File: src/rtl/fetch_ctrl.sv
// Instruction fetch front end: issues one sequential fetch per cycle to a
// one-cycle-latency instruction memory and presents results to decode.
// A one-entry skid buffer absorbs the response that is in flight when decode stalls.
//
// Handshake: an instruction on if_valid/if_pc/if_inst is consumed by decode on
// a rising edge where if_valid=1, stall_i=0 and redirect_i=0. A redirect
// discards everything presented, buffered or in flight. At most one fetch is
// ever outstanding.
module fetch_ctrl #(
  parameter logic [31:0] RESET_PC = 32'h0000_0000
) (
  input  logic        clk,
  input  logic        rst,
  input  logic        stall_i,
  input  logic        redirect_i,
  input  logic [31:0] redirect_pc_i,
  output logic [31:0] imem_addr,
  input  logic [31:0] imem_inst,
  output logic        if_valid,
  output logic [31:0] if_pc,
  output logic [31:0] if_inst,
  output logic        dbg_hold_o,
  output logic [31:0] dbg_skid_pc_o
);

  typedef enum logic {
    RUN  = 1'b0,
    HOLD = 1'b1
  } state_t;

  localparam logic [31:0] WORD_MASK = 32'hFFFF_FFFC;

  state_t      state_q, state_d;
  logic [31:0] pc_q, pc_d;
  logic        inflight_v_q, inflight_v_d;
  logic [31:0] inflight_pc_q, inflight_pc_d;
  logic        skid_v_q, skid_v_d;
  logic [31:0] skid_pc_q, skid_pc_d;
  logic [31:0] skid_inst_q, skid_inst_d;
  logic        if_valid_q, if_valid_d;
  logic [31:0] if_pc_q, if_pc_d;
  logic [31:0] if_inst_q, if_inst_d;

  logic        issue;
  logic [31:0] issue_addr;
  logic        resp;

  always_comb begin
    issue      = redirect_i | ~stall_i;
    issue_addr = redirect_i ? (redirect_pc_i & WORD_MASK) : pc_q;
    resp       = inflight_v_q;
  end

  // Reset overrides the address so the memory sees RESET_PC before the first issue.
  always_comb begin
    if (!rst) begin
      imem_addr = RESET_PC & WORD_MASK;
    end else if (issue) begin
      imem_addr = issue_addr;
    end else begin
      imem_addr = pc_q;
    end
  end

  always_comb begin
    state_d       = state_q;
    pc_d          = pc_q;
    inflight_v_d  = 1'b0;
    inflight_pc_d = inflight_pc_q;
    skid_v_d      = skid_v_q;
    skid_pc_d     = skid_pc_q;
    skid_inst_d   = skid_inst_q;
    if_valid_d    = if_valid_q;
    if_pc_d       = if_pc_q;
    if_inst_d     = if_inst_q;

    if (issue) begin
      pc_d          = issue_addr + 32'd4;
      inflight_v_d  = 1'b1;
      inflight_pc_d = issue_addr;
    end

    if (redirect_i) begin
      if_valid_d = 1'b0;
      skid_v_d   = 1'b0;
      state_d    = RUN;
    end else if (!stall_i) begin
      // A full skid implies the previous cycle stalled, so nothing is arriving now.
      if (skid_v_q) begin
        if_valid_d = 1'b1;
        if_pc_d    = skid_pc_q;
        if_inst_d  = skid_inst_q;
        skid_v_d   = 1'b0;
      end else if (resp) begin
        if_valid_d = 1'b1;
        if_pc_d    = inflight_pc_q;
        if_inst_d  = imem_inst;
      end else begin
        if_valid_d = 1'b0;
      end
      state_d = RUN;
    end else if (resp) begin
      if (!if_valid_q) begin
        if_valid_d = 1'b1;
        if_pc_d    = inflight_pc_q;
        if_inst_d  = imem_inst;
      end else begin
        skid_v_d    = 1'b1;
        skid_pc_d   = inflight_pc_q;
        skid_inst_d = imem_inst;
        state_d     = HOLD;
      end
    end
  end

  always_ff @(posedge clk) begin
    if (!rst) begin
      state_q       <= RUN;
      pc_q          <= RESET_PC & WORD_MASK;
      inflight_v_q  <= 1'b0;
      inflight_pc_q <= 32'd0;
      skid_v_q      <= 1'b0;
      skid_pc_q     <= 32'd0;
      skid_inst_q   <= 32'd0;
      if_valid_q    <= 1'b0;
      if_pc_q       <= 32'd0;
      if_inst_q     <= 32'd0;
    end else begin
      state_q       <= state_d;
      pc_q          <= pc_d;
      inflight_v_q  <= inflight_v_d;
      inflight_pc_q <= inflight_pc_d;
      skid_v_q      <= skid_v_d;
      skid_pc_q     <= skid_pc_d;
      skid_inst_q   <= skid_inst_d;
      if_valid_q    <= if_valid_d;
      if_pc_q       <= if_pc_d;
      if_inst_q     <= if_inst_d;
    end
  end

  always_comb begin
    if_valid      = if_valid_q;
    if_pc         = if_pc_q;
    if_inst       = if_inst_q;
    dbg_hold_o    = (state_q == HOLD);
    dbg_skid_pc_o = skid_pc_q;
  end

endmodule
File: config.mk
export PLATFORM = sky130hd
export DESIGN_NAME = fetch_ctrl
export DESIGN_NICKNAME = d
export VERILOG_FILES = /design/src/rtl/fetch_ctrl.sv
export SDC_FILE = /design/constraint.sdc
export NUM_CORES = 1
export LEC_CHECK = 0
export BUFFER_PORTS_ARGS = -buffer_cell sky130_fd_sc_hd__buf_2
export CORE_ASPECT_RATIO = 0.8
export CORE_MARGIN = 2
export CORE_UTILIZATION = 25
export CTS_BUF_LIST = sky130_fd_sc_hd__clkbuf_16
export DETAILED_ROUTE_END_ITERATION = 7
export PLACE_DENSITY = 0.47
export SLEW_MARGIN = 20
export SYNTH_ARGS = -nofsm -noshare
export SYNTH_HDL_FRONTEND = slang
export SYNTH_SLANG_ARGS = --single-unit
File: constraint.sdc
create_clock -name clk -period 5 [get_ports clk]
set_input_delay 1 -clock clk [delete_from_list [all_inputs] [get_ports clk]]
set_output_delay 1 -clock clk [all_outputs]
set_load 0.05 [all_outputs]
Word level (Yosys, flattened, before mapping) --
Cells that the tools add are included.
Cells by class: add/sub/neg operators 1, equality and inequality tests 2, multiplexer cells 18, bitwise gates (word level) 4, reduce and logical (&&, ||, !) cells 6
Operators with widths (count):
- 32-bit 2-to-1 mux | 13
- 32-bit by 3-bit adder with 32-bit output, second input constant | 1
- 4-bit AND reduction | 2
- 1-bit 2-to-1 mux | 5
- 1-bit NOT | 3
- 3-bit OR reduction | 1
- 2-bit by 1-bit inequality test with 1-bit output, second input constant | 1
- 2-bit inequality test, second input constant | 1
- 2-bit AND reduction | 1
- 2-bit nonzero test | 1
- 2-bit OR reduction | 1
- 1-bit OR | 1
Word-level totals: bits in registers 195, input bits 68, output and inout port bits 130, logic and storage cells 40

Logic depth before layout (Yosys ltp) --
word-level depth 4, depth in mapped cells 15, gate-level depth less buffers 8

Least setup slack after synthesis --
Ideal clock, no wire load.
kind input-to-output, start point input port redirect_i, end point output port imem_addr[12], arrival time 3040 ps, required time 4000 ps, path slack 960 ps, stages 9, path buffers 7, path through buf_6 buf_6 buf_4 buf_2 buf_2 buf_2 buf_2 nand2_1 a21oi_1
On the way: longest elaborated chain between the ends 3
Ends and longest elaborated chain:
- start: declaration | RTL line 15 | input logic redirect_i,
- 32-bit 2-to-1 mux / 1-bit OR (equally long branches) | RTL line 50, 49
- 32-bit 2-to-1 mux (*) | RTL line 58 | end else if (issue) begin
- 32-bit 2-to-1 mux (*) | RTL line 56 | if (!rst) begin
- end: declaration | RTL line 17 | output logic [31:0] imem_addr,
Every way passes the cells marked *; elsewhere a longest branch is shown, timed or not.

Worst setup path in the final report --
start point input port redirect_i, end point output port imem_addr[20]
The elaborated chain is that of the path after synthesis.

==> impl_metrics.ini <==
[status]
outcome = complete, no violations

[layout]
drive_gt1_share_pct = 21.01
multi_input_area_um2 = 4688
n_fill_cell = 3795
area_delta_synth_final_pct = 22.36
regArea_um2 = 3864
fin_nets = 1290
fin_area_um2 = 10900

[cts]
clockBufferDepth = 2
ctsHoldBuffers = 0
clk_pin_slew_ns = 0.07
cts_tree = built
cts_buffers = 17
clk_latency_ns = 0.46
post_cts.repair.setup_buffers = 0
clkSinkCount = 193
cts_resized = 0
htreeDepth = 4
cts_root_buffer = clkbuf_16

[critical_path]
critical_path.max_stage_delay_ns = 0.52
crit_family = buffers and inverters
required_ns = 4.00
path_cells = buf_2, buf_4, mux2i_1, nor2_1, buf_2
crit_fanout = 36
crit_arrival_ns = 2.83
startpoint_type = primary input
critPathBufInv = 3
reg2reg_slack_ns = 2.39
worstSetupEndpointType = primary output
crit_top_cell = buf_2
cp_slowest_cell = mux2i_1
crit_type = primary input to primary output

[place]
placed_area_um2 = 10330
gp_congestion = 0.7772
port_buffers = 195
pre_cts_slack_ns = 1.105
dp_hpwl_mm = 19.31

[logic_synthesis]
synth-main-ff-cell = dfxtp_1
synth_edf_count = 0
yosysSeqAreaShare_pct = 43.36
synth_area_leaders = dfxtp_1 (43%), mux2i_1 (9.9%), nand2_1 (8.3%)
synthDistinctLibCells = 61
synth.net_count = 1141
yosysWarnings = 0
synth_area_per_cell_um2 = 8.311
async_flop_share_pct = 0
yosys_register_bits = 193
netlist_area_um2 = 8910
syn_inst = 1072
yosysTopAreaCell = dfxtp_1
yosysTopAreaCellShare_pct = 43.36

[global_route]
grt_pass1_vias = 7657
grt_max_degree = 129
grt_usage_pct = 15.47
grt-ovfl-total = 0
antenna_found_initial = 1
grt_pass1_wl_mm = 44.95

[power_and_ir_drop]
ir_drop_v = 0.0001786
p_leak_uw = 0.004735
finalPower_uw = 3608
power.density_nw_per_um2 = 330.9

[timing]
maxSlewHeadroom_pct = 35.62
setup_viol = 0
drv_slew = 0
fin_tns_setup_ns = 0
worst_slack_ns = 1.169
rsz0062_at_grt = no
fin_crit_ns = 3.831
period_share_pct = 76.62
worstMarginPinSlew_ns = 0.9583
timing.hold.ws_ns = 0.4531
finalHoldViolations = 0
skew_ns = 0.01864
fmax_mhz = 261.0

[floorplanning]
die_y_um = 172.9
start_util_pct = 25.49
die_w_um = 215.1
ios = 198
die_area_um2 = 37180
rows = 61
fp.coreArea_um2 = 34960

[drt]
postRouteAntennaNets = 0
first_pass_iters = 5
totalWireLength_mm = 28.71
vias = 8070
drc = 0
routedWlPerCell_um = 16.83
via_per_inst = 4.730
first_iter_violations = 452

[flow_run]
drv_cap = 0

[worst_hold_path]
hold_class = register to register
-- layout make-up --
class / count / share of cell area [%]
multi-input combinational: 784 / 43.00
sequential: 193 / 35.44
timing repair buffer: 214 / 10.49
tap: 472 / 5.417
clock buffer: 17 / 3.902
clock inverter: 14 / 1.297
inverter: 11 / 0.4247
antenna: 1 / 0.02295
-- worst register-to-register path: stages (launching register included) --
cell and delay, ns:
dfxtp_1 0.36, mux2i_1 0.14, inv_1 0.10, ha_1 0.22, nand4_1 0.27, a21o_1 0.33
or3_1 0.50, or4_1 0.54, nand3_1 0.09
-- per-layer routing --
layer / routed length [µm] / track usage (%)
met3: 1816 / 5.084
met4: 354 / 4.167
met1: 13860 / 20.47
met2: 12670 / 24.15
met5: 0 / 0
-- stage by stage --
stage | util, % | std cells
global placement | 29.56 | 1674
floorplan | - | 1072
global route | 31.18 | 1705
detailed placement | 29.56 | 1674
CTS | 31.18 | 1705
finish | 31.19 | 1706
-- final timing paths --
path,from,cells after the start,endpoint
max,redirect_i,5,imem_addr[20]
min,skid_inst_q[3],2,skid_inst_q[3]
max reg2reg,pc_q[2],8,pc_q[28]
min reg2reg,skid_inst_q[3],2,skid_inst_q[3]
-- report_power, final --
| part | internal [µW] | total [µW] | leakage [µW] | switching (µW) |
|---|---|---|---|---|
| Sequential | 1610 | 1670 | 0.00158 | 56.6 |
| Clock | 732 | 1380 | 0.000273 | 647 |
| Combinational | 162 | 563 | 0.00288 | 401 |
-- registers in the layout, indices dropped and copies added (netlist names), 30 cells and up --
| name | cells |
|---|---|
| inflight_pc_q | 30 |
| dbg_skid_pc_o | 32 |
| pc_q | 32 |
| if_pc | 32 |
| if_inst | 32 |
| skid_inst_q | 32 |
-- cells in the final DEF, fill, tap and decap left out, types with 4 or more instances in the layout --
master	n
buf_2	195
clkbuf_16	17
a22oi_1	5
nor3_1	11
nand3b_1	10
mux2_2	10
nand2b_1	5
buf_4	17
and3_1	5
clkinv_1	4
xnor2_1	15
o21ai_0	12
dfxtp_1	193
inv_1	10
and2_1	4
nand3_1	27
a21oi_1	97
mux2i_1	88
nand2_1	196
nor2_1	117
nand4_1	11
o211ai_1	6
a211oi_1	88
nor4_1	6
or3_1	4
xor2_1	8
nand4b_1	6
-- cells by family after synthesis --
| family | synth area share [%] |
|---|---|
| fa+ha+maj | 0.1404 |
| compound gates | 17.74 |
| mux | 11.28 |
| xor+xnor | 2.261 |
| flops | 43.36 |
| simple gates | 20.84 |
| buf+inv | 4.381 |
-- synthesized netlist by cell type, types with 8 or more instances --
cell,instances
nand4_1,11
nor3_1,11
nor2_1,117
a21oi_1,98
mux2i_1,88
o21ai_0,12
nand3_1,28
xnor2_1,15
buf_2,9
dfxtp_1,193
nand3b_1,10
clkbuf_1,61
mux2_2,10
buf_1,10
nand2_1,197
xor2_1,8
a211oi_1,88
inv_1,8
No activity file was read; power rests on OpenSTA's default activity.
